File: config.mk
export PLATFORM = sky130hd
export DESIGN_NAME = wb_regfile_sp_unit_flat
export DESIGN_NICKNAME = d
export VERILOG_FILES = /design/src/rtl/wb_regfile_sp_unit_if.sv /design/src/rtl/wb_regfile_sp_unit.sv /design/src/flat_wrapper.sv
export SDC_FILE = /design/constraint.sdc
export NUM_CORES = 1
export LEC_CHECK = 0
export BUFFER_PORTS_ARGS = -buffer_cell sky130_fd_sc_hd__buf_2
export CAP_MARGIN = 25
export CORE_UTILIZATION = 38
export CTS_CLUSTER_DIAMETER = 150
export DETAILED_ROUTE_END_ITERATION = 10
export GPL_TIMING_DRIVEN = 0
export SLEW_MARGIN = 15
export SYNTH_ARGS = -nofsm -noshare
export SYNTH_HDL_FRONTEND = slang
export SYNTH_SLANG_ARGS = --single-unit
File: constraint.sdc
create_clock -name clk -period 2.1 [get_ports clk]
set_input_delay 0.105 -clock clk [delete_from_list [all_inputs] [get_ports clk]]
set_output_delay 0.105 -clock clk [all_outputs]
set_load 0.02 [all_outputs]
File: src/rtl/wb_regfile_sp_unit_if.sv
// rtl/wb_regfile_sp_unit_if.sv - bus interface for the writeback register file / SP unit
//
// Purpose : groups the writeback control word, write data, decode read ports
//           and architectural state outputs of wb_regfile_sp_unit.
// Modports: master - writeback control / decode side (drives control, reads state)
//           slave  - the register file unit itself
// Signals : write_en, sw1, sw2, sp_inc, sp_dec, ld_out, hlt_en, ra_wb, rb_wb,
//           wb_data, in_port, rd_addr_a, rd_addr_b            (master -> slave)
//           rd_data_a, rd_data_b, sp, out_port, out_valid,
//           halted, sp_fault                                    (slave -> master)

interface wb_regfile_sp_unit_if #(
    parameter int DATA_W = 8
);
    logic              write_en;
    logic              sw1;
    logic              sw2;
    logic              sp_inc;
    logic              sp_dec;
    logic              ld_out;
    logic              hlt_en;
    logic [1:0]        ra_wb;
    logic [1:0]        rb_wb;
    logic [DATA_W-1:0] wb_data;
    logic [DATA_W-1:0] in_port;
    logic [1:0]        rd_addr_a;
    logic [1:0]        rd_addr_b;
    logic [DATA_W-1:0] rd_data_a;
    logic [DATA_W-1:0] rd_data_b;
    logic [DATA_W-1:0] sp;
    logic [DATA_W-1:0] out_port;
    logic              out_valid;
    logic              halted;
    logic              sp_fault;

    modport master (
        output write_en, sw1, sw2, sp_inc, sp_dec, ld_out, hlt_en,
        output ra_wb, rb_wb, wb_data, in_port, rd_addr_a, rd_addr_b,
        input  rd_data_a, rd_data_b, sp, out_port, out_valid, halted, sp_fault
    );

    modport slave (
        input  write_en, sw1, sw2, sp_inc, sp_dec, ld_out, hlt_en,
        input  ra_wb, rb_wb, wb_data, in_port, rd_addr_a, rd_addr_b,
        output rd_data_a, rd_data_b, sp, out_port, out_valid, halted, sp_fault
    );
endinterface

File: src/rtl/wb_regfile_sp_unit.sv
// rtl/wb_regfile_sp_unit.sv - writeback register file R0..R3 with R3 as stack pointer
//
// Purpose : architectural state updated by the writeback stage: four registers
//           (R3 = SP), output-port register with one-cycle valid pulse, sticky
//           halt latch. Two combinational read ports with writeback bypass.
// Ports   : clk  - rising-edge clock
//           rst  - synchronous active-high reset
//           bus  - wb_regfile_sp_unit_if.slave (control word, data, read ports, state)
// Config  : SP_GUARD_EN - when defined, SP increment past all-ones or decrement
//           below zero is suppressed and sets the sticky sp_fault flag.
//           When undefined, SP wraps and sp_fault is tied low.

module wb_regfile_sp_unit #(
    parameter int                DATA_W   = 8,
    parameter logic [DATA_W-1:0] SP_RESET = 8'hFF
) (
    input  logic                        clk,
    input  logic                        rst,
    wb_regfile_sp_unit_if.slave         bus
);
    logic [DATA_W-1:0] rf_q [4];
    logic [DATA_W-1:0] rf_d [4];
    logic [DATA_W-1:0] out_port_q, out_port_d;
    logic              out_valid_q, out_valid_d;
    logic              halted_q, halted_d;
`ifdef SP_GUARD_EN
    logic              sp_fault_q, sp_fault_d;
`endif

    logic [1:0]        waddr;
    logic [DATA_W-1:0] wdata;
    logic              wr_live;
    logic              r3_written;

    assign waddr      = bus.sw1 ? bus.rb_wb : bus.ra_wb;
    assign wdata      = bus.sw2 ? bus.in_port : bus.wb_data;
    // Writes only exist while not halted; this also gates the read bypass.
    assign wr_live    = bus.write_en && !halted_q;
    assign r3_written = wr_live && (waddr == 2'd3);

    always_comb begin
        for (int i = 0; i < 4; i++) begin
            rf_d[i] = rf_q[i];
        end
        out_port_d  = out_port_q;
        out_valid_d = 1'b0;
        halted_d    = halted_q | bus.hlt_en;
`ifdef SP_GUARD_EN
        sp_fault_d  = sp_fault_q;
`endif

        if (!halted_q) begin
            // A write targeting R3 (e.g. POP R3) overrides any SP step, and
            // inc+dec together cancel out.
            if (!r3_written && (bus.sp_inc != bus.sp_dec)) begin
                if (bus.sp_inc) begin
`ifdef SP_GUARD_EN
                    if (rf_q[3] == '1) begin
                        sp_fault_d = 1'b1;
                    end else begin
                        rf_d[3] = rf_q[3] + DATA_W'(1);
                    end
`else
                    rf_d[3] = rf_q[3] + DATA_W'(1);
`endif
                end else begin
`ifdef SP_GUARD_EN
                    if (rf_q[3] == '0) begin
                        sp_fault_d = 1'b1;
                    end else begin
                        rf_d[3] = rf_q[3] - DATA_W'(1);
                    end
`else
                    rf_d[3] = rf_q[3] - DATA_W'(1);
`endif
                end
            end

            if (wr_live) begin
                rf_d[waddr] = wdata;
            end

            // The port takes the pre-edge register value, not the bypassed one.
            if (bus.ld_out) begin
                out_port_d  = rf_q[bus.rb_wb];
                out_valid_d = 1'b1;
            end
        end
    end

    always_ff @(posedge clk) begin
        if (rst) begin
            rf_q[0]     <= '0;
            rf_q[1]     <= '0;
            rf_q[2]     <= '0;
            rf_q[3]     <= SP_RESET;
            out_port_q  <= '0;
            out_valid_q <= 1'b0;
            halted_q    <= 1'b0;
`ifdef SP_GUARD_EN
            sp_fault_q  <= 1'b0;
`endif
        end else begin
            for (int i = 0; i < 4; i++) begin
                rf_q[i] <= rf_d[i];
            end
            out_port_q  <= out_port_d;
            out_valid_q <= out_valid_d;
            halted_q    <= halted_d;
`ifdef SP_GUARD_EN
            sp_fault_q  <= sp_fault_d;
`endif
        end
    end

    assign bus.rd_data_a = (wr_live && (waddr == bus.rd_addr_a)) ? wdata : rf_q[bus.rd_addr_a];
    assign bus.rd_data_b = (wr_live && (waddr == bus.rd_addr_b)) ? wdata : rf_q[bus.rd_addr_b];
    assign bus.sp        = rf_q[3];
    assign bus.out_port  = out_port_q;
    assign bus.out_valid = out_valid_q;
    assign bus.halted    = halted_q;
`ifdef SP_GUARD_EN
    assign bus.sp_fault  = sp_fault_q;
`else
    assign bus.sp_fault  = 1'b0;
`endif
endmodule
File: src/flat_wrapper.sv
// flat-port wrapper written by rule: the top's interface ports become plain ports
module wb_regfile_sp_unit_flat 
#(
    parameter int                DATA_W   = 8,
    parameter logic [DATA_W-1:0] SP_RESET = 8'hFF
)
  (clk, rst, bus_write_en, bus_sw1, bus_sw2, bus_sp_inc, bus_sp_dec, bus_ld_out, bus_hlt_en, bus_ra_wb, bus_rb_wb, bus_wb_data, bus_in_port, bus_rd_addr_a, bus_rd_addr_b, bus_rd_data_a, bus_rd_data_b, bus_sp, bus_out_port, bus_out_valid, bus_halted, bus_sp_fault);
  wb_regfile_sp_unit_if #(.DATA_W(DATA_W)) bus_i ();
  input  logic clk;
  input  logic rst;
  input wire logic [$bits(bus_i.write_en)-1:0] bus_write_en;
  input wire logic [$bits(bus_i.sw1)-1:0] bus_sw1;
  input wire logic [$bits(bus_i.sw2)-1:0] bus_sw2;
  input wire logic [$bits(bus_i.sp_inc)-1:0] bus_sp_inc;
  input wire logic [$bits(bus_i.sp_dec)-1:0] bus_sp_dec;
  input wire logic [$bits(bus_i.ld_out)-1:0] bus_ld_out;
  input wire logic [$bits(bus_i.hlt_en)-1:0] bus_hlt_en;
  input wire logic [$bits(bus_i.ra_wb)-1:0] bus_ra_wb;
  input wire logic [$bits(bus_i.rb_wb)-1:0] bus_rb_wb;
  input wire logic [$bits(bus_i.wb_data)-1:0] bus_wb_data;
  input wire logic [$bits(bus_i.in_port)-1:0] bus_in_port;
  input wire logic [$bits(bus_i.rd_addr_a)-1:0] bus_rd_addr_a;
  input wire logic [$bits(bus_i.rd_addr_b)-1:0] bus_rd_addr_b;
  output wire logic [$bits(bus_i.rd_data_a)-1:0] bus_rd_data_a;
  output wire logic [$bits(bus_i.rd_data_b)-1:0] bus_rd_data_b;
  output wire logic [$bits(bus_i.sp)-1:0] bus_sp;
  output wire logic [$bits(bus_i.out_port)-1:0] bus_out_port;
  output wire logic [$bits(bus_i.out_valid)-1:0] bus_out_valid;
  output wire logic [$bits(bus_i.halted)-1:0] bus_halted;
  output wire logic [$bits(bus_i.sp_fault)-1:0] bus_sp_fault;
  assign bus_i.write_en = bus_write_en;
  assign bus_i.sw1 = bus_sw1;
  assign bus_i.sw2 = bus_sw2;
  assign bus_i.sp_inc = bus_sp_inc;
  assign bus_i.sp_dec = bus_sp_dec;
  assign bus_i.ld_out = bus_ld_out;
  assign bus_i.hlt_en = bus_hlt_en;
  assign bus_i.ra_wb = bus_ra_wb;
  assign bus_i.rb_wb = bus_rb_wb;
  assign bus_i.wb_data = bus_wb_data;
  assign bus_i.in_port = bus_in_port;
  assign bus_i.rd_addr_a = bus_rd_addr_a;
  assign bus_i.rd_addr_b = bus_rd_addr_b;
  assign bus_rd_data_a = bus_i.rd_data_a;
  assign bus_rd_data_b = bus_i.rd_data_b;
  assign bus_sp = bus_i.sp;
  assign bus_out_port = bus_i.out_port;
  assign bus_out_valid = bus_i.out_valid;
  assign bus_halted = bus_i.halted;
  assign bus_sp_fault = bus_i.sp_fault;
  wb_regfile_sp_unit #(.DATA_W(DATA_W), .SP_RESET(SP_RESET)) u_core (.clk(clk), .rst(rst), .bus(bus_i));
endmodule
# Word-level counts from Yosys, hierarchy flattened
# Memory sizes are Yosys's and may differ from the RTL's. A register that Yosys moved wholly into a read port is not among the register bits.
# Cells that the tools add are included.
[totals]
register_bits = 2
ram_bits = 32
inputBits = 33
output_inout_bits = 35
wordCells = 48
memories = 1
[op_classes]
add_sub_neg = 2
magnitude_cmp = 2
n_eq_ne = 4
mux = 20
n_bitwise = 7
n_reduce_logical = 10
[mem_list]
columns = ["name", "words", "width", "rd", "rd_ports_with_merged_regs", "write_ports", "line_no", "rtl"]
rows = [
  ["u_core.rf_q", 4, 8, 7, 1, 4, "wb_regfile_sp_unit.sv:21", "logic [DATA_W-1:0] rf_q [4];"],
]
[op_table]
columns = ["op", "n"]
rows = [
  ["2-to-1 mux 8 bit", 11],
  ["2-to-1 mux 32 bit", 2],
  ["bitwise mux 32 bit", 1],
  ["demux 8 bit (select 2 bit)", 1],
  ["adder 8 x 1 -> 8 bit (second input constant)", 1],
  ["subtractor 8 x 1 -> 8 bit (second input constant)", 1],
  ["logical AND 1 bit", 6],
  ["bitwise OR 1 bit", 5],
  ["equality test 2 bit", 2],
  ["2-to-1 mux 1 bit", 4],
  [">= comparator 3 bit (second input constant)", 1],
  ["< comparator 3 x 1 -> 1 bit (second input constant)", 1],
  ["inverter 2 -> 3 bit", 1],
  ["equality test 2 bit (second input constant)", 1],
  ["zero test 1 bit", 2],
  ["2-to-1 mux 2 bit", 1],
  ["AND reduction 2 bit", 1],
  ["OR reduction 2 bit", 1],
  ["!= test 1 bit", 1],
  ["inverter 1 bit", 1],
]

# Depth between registers and ports, before layout
[depth]
depth_word = 11
depth_mapped = 8

# Worst setup path after synthesis
# OpenSTA, ideal clock, no wires.
[synth_timing]
kind = "flip-flop to flip-flop"
from = "mem u_core.rf_q[3][0]"
to = "mem u_core.rf_q[3][6]"
t_arrival_ns = 1.857
setup_slack_ns = 0.173
stages_incl_launch_ff = 7
cell_sequence = "dfxtp_1 > fa_1 > a211oi_1 > o21bai_1 > a21oi_1 > mux2_2 > a21oi_1"
[synth_lines]
columns = ["item", "line_no"]
rows = [
  ["start: declaration", "wb_regfile_sp_unit.sv:21"],
]

# Worst setup path after layout
[layout_timing]
from = "reg u_core.halted_q, in the netlist u_core.bus.halted"
to = "out bus_rd_data_a[4]"
[layout_between]
elab_chain_len = 4
[layout_lines]
columns = ["item", "line_no", "rtl"]
rows = [
  ["start: declaration", "wb_regfile_sp_unit.sv:25", "logic halted_q, halted_d;"],
  ["start signal: assignment", "wb_regfile_sp_unit.sv:109", "halted_q <= halted_d;"],
  ["zero test 1 bit", "wb_regfile_sp_unit.sv:38", "assign wr_live = bus.write_en && !halted_q;"],
  ["logical AND 1 bit", "wb_regfile_sp_unit.sv:38", ""],
  ["logical AND 1 bit", "wb_regfile_sp_unit.sv:116", "assign bus.rd_data_a = (wr_live && (waddr == bus.rd_addr_a)) ? wdata : rf_q[bus.rd_addr_a];"],
  ["2-to-1 mux 8 bit", "wb_regfile_sp_unit.sv:116", ""],
  ["end: declaration", "flat_wrapper.sv:24", "output wire logic [$bits(bus_i.rd_data_a)-1:0] bus_rd_data_a;"],
]
# Every way passes these cells.

==> results_dict.tcl <==
set metrics [dict create \
    cp_max_fo 11 \
    hp-class "primary input to register" \
    syn-mean-instance-area_um2 9.90 \
    synth.distinct_cells 40 \
    viasPerCell 5.42 \
    min_period_ps 1980 \
    start_util_pct 39.7 \
    fin_tns_setup_ps 0 \
    ys.flop_type "dfxtp_1" \
    synthTopCellsByCount "dfxtp_1, nor2_1, a211oi_1, mux4_2, nand2_1" \
    synth_top_area_cell "dfxtp_1" \
    grt_pass1_wl_um 11800 \
    hold_ws_ps 12.1 \
    crit_required_ps 2000 \
    r2r_start "u_core.rf_q[3][0]$_SDFFE_PP1N_" \
    htree_levels 2 \
    tightest_slew_ps 637 \
    cts_root_buf "clkbuf_8" \
    gr-total-overflow 0 \
    core_area_um2 7290 \
    synthToLayoutAreaGrowth_pct 20.2 \
    critical_path_class "register to output pin" \
    antenna_left 0 \
    die_area_um2 7960 \
    synth_area_leaders "dfxtp_1, mux4_2, mux2i_1, a211oi_1, nor2_1" \
    ir_drop_v 0.000247 \
    drv_cap 0 \
    r2r_slack_ps 140 \
    insertedDiodeCount 0 \
    whs_endpoint "u_core.bus.halted$_SDFF_PP0_" \
    antenna_found_initial 0 \
    yosysMostFrequentCell "dfxtp_1" \
    gp_congestion 0.778 \
    cts-buffers-inserted 5 \
    fin_worst_skew_ps 10.7 \
    cts_sinks 42 \
    synth-seq-cells 42 \
    grt_use_total_pct 20.3 \
    power_leakage_uw 0.00136 \
    hold_viol 0 \
    avgRoutedWirePerCell_um 16.8 \
    grt_max_degree 13 \
    syn_inst 292 \
    crit_path_start_kind "register" \
    numPortBuffers 59 \
    critPathArrivalTime_ps 1870 \
    syn_nets 332 \
    syn_area_um2 2890 \
    fill_cells 727 \
    r2r_end "u_core.rf_q[3][6]$_SDFFE_PP1N_" \
    min_from "bus_hlt_en" \
    cts_tree "yes" \
    io_pins 68 \
    rsz0062_at_grt "no" \
    drv_slew 0 \
    final_util_pct 47.7 \
    std_cell_rows 31 \
    synth-seq-area-share_pct 29.1 \
    dp_slack_ps 18.7 \
    cts_buffer_depth 2 \
    synth_edf_count 0 \
    min_period_over_period_pct 94.1 \
    drc_errors 0 \
    yosysWarnings 0 \
    r2r_cells 6 \
    cts_hold_buf 0 \
    fmax_mhz 506 \
    synth_top_area_share_pct 29.1 \
    drt_iter0_drc 111 \
    status "completed" \
    final_nets 400 \
    setup_ws_ps 124 \
    drt_pass1_iterations 4 \
    die-width_um 89.2 \
    min_path_cells 3 \
    die_y_um 89.2 \
    setup_viol_count_final 0 \
    total_power_uw 2410 \
    dpl.hpwl_um 5860 \
    vias 2494 \
    ys_async_sr_fraction_pct 0 \
    max_slew_margin_pct 56.3 \
    crit_path_end_kind "output pin" \
    clk_latency_ps 300 \
    p_per_area_nw_per_um2 693 \
    drt_wl_total_um 7740 \
    clk_pin_slew_worst_paths_ps 70 \
    first_global_vias 2270 \
    drive_gt1_share_pct 33.2 \
]
==> what timing repair did <==
item                       CTS  global route
setup buffers                3             0
resized for setup            0             4
setup endpoints to repair   16             5
gates cloned                 0             0
pin swaps                    2             1
==> report_power, final <==
| group | total (µW) | switching, µW | internal, µW |
|---|---|---|---|
| sequential | 942 | 85.7 | 857 |
| clock | 643 | 287 | 356 |
| combinational | 822 | 458 | 364 |
| total | 2410 | 831 | 1580 |
==> through the flow <==
step	cells	area (µm²)
floorplan	292	2890
global placement	450	3310
detailed placement	450	3310
CTS	460	3460
global route	460	3480
finish	460	3480
==> critical path, stage by stage, from the launching register on <==
cell	delay, ps
dfxtp_2	380
nand2b_1	150
buf_2	190
nor3_4	310
buf_12	170
mux2i_1	180
buf_2	190
==> layer usage <==
layer  up-vias  GRT usage [%]  share of wire (%)  wire length, µm
li1       1222              -                  -                -
met1      1203           26.7                 47             3610
met2        59           33.5                 48             3730
met3        10           3.05                3.0              232
met4         0           8.51                2.2              167
met5         -              0                  0                0
==> logic make-up after synthesis <==
| group | Yosys count | synth area share [%] |
|---|---|---|
| flops | 42 | 29.1 |
| simple gates | 72 | 12.2 |
| xor+xnor | 9 | 2.73 |
| other cells | 1 | 0.130 |
| buf+inv | 37 | 5.58 |
| mux | 55 | 30.6 |
| compound gates | 69 | 16.4 |
| fa+ha+maj | 7 | 3.29 |
==> worst max path at each step <==
stage / slack, ps / startpoint / to / depth (start not counted)
after global routing: 10 / u_core.rf_q[3][0]$_SDFFE_PP1N_ / u_core.rf_q[3][6]$_SDFFE_PP1N_ / 6
after floorplan: 170 / u_core.rf_q[3][0]$_SDFFE_PP1N_ / u_core.rf_q[3][6]$_SDFFE_PP1N_ / 6
after CTS: 90 / u_core.rf_q[3][0]$_SDFFE_PP1N_ / u_core.rf_q[3][6]$_SDFFE_PP1N_ / 6
final: 120 / u_core.bus.halted$_SDFF_PP0_ / bus_rd_data_a[4] / 6
after global placement: -7 / u_core.bus.halted$_SDFF_PP0_ / bus_rd_data_a[7] / 6
after detailed placement: 20 / u_core.bus.halted$_SDFF_PP0_ / bus_rd_data_b[7] / 6
==> layout make-up <==
| type | instances | area [µm²] | area share (%) |
|---|---|---|---|
| clock inverters | 1 | 30.0 | 0.864 |
| flip-flops and latches | 42 | 842 | 24.2 |
| inverters | 17 | 63.8 | 1.84 |
| plain buffers | 19 | 93.8 | 2.70 |
| clock buffers | 7 | 76.3 | 2.20 |
| multi-input cells | 213 | 1900 | 54.7 |
| repair buffers | 62 | 345 | 9.94 |
| well taps | 99 | 124 | 3.56 |
==> cell usage in the layout (no fill, tap or decap), types with 2 or more instances in the layout <==
master      n
mux2i_1    22
o22a_1      2
ha_1        6
buf_12      2
nor2_1     32
nor3_1      4
nor3_2      2
o21ai_0     6
nand2_1    24
a2bb2oi_1   2
nor4b_1     2
inv_1      17
a21oi_1    17
o21bai_1    2
buf_2      67
buf_1       2
buf_4       5
mux2_2      5
mux4_2     24
xor2_1      3
nor3_4      4
a211oi_1   27
o311ai_0    2
xnor2_1     6
dfxtp_1    41
clkbuf_1    7
mux2i_4     2
a21o_1      4
mux2_1      2
clkbuf_8    5
No activity file was read; power rests on OpenSTA's default activity.
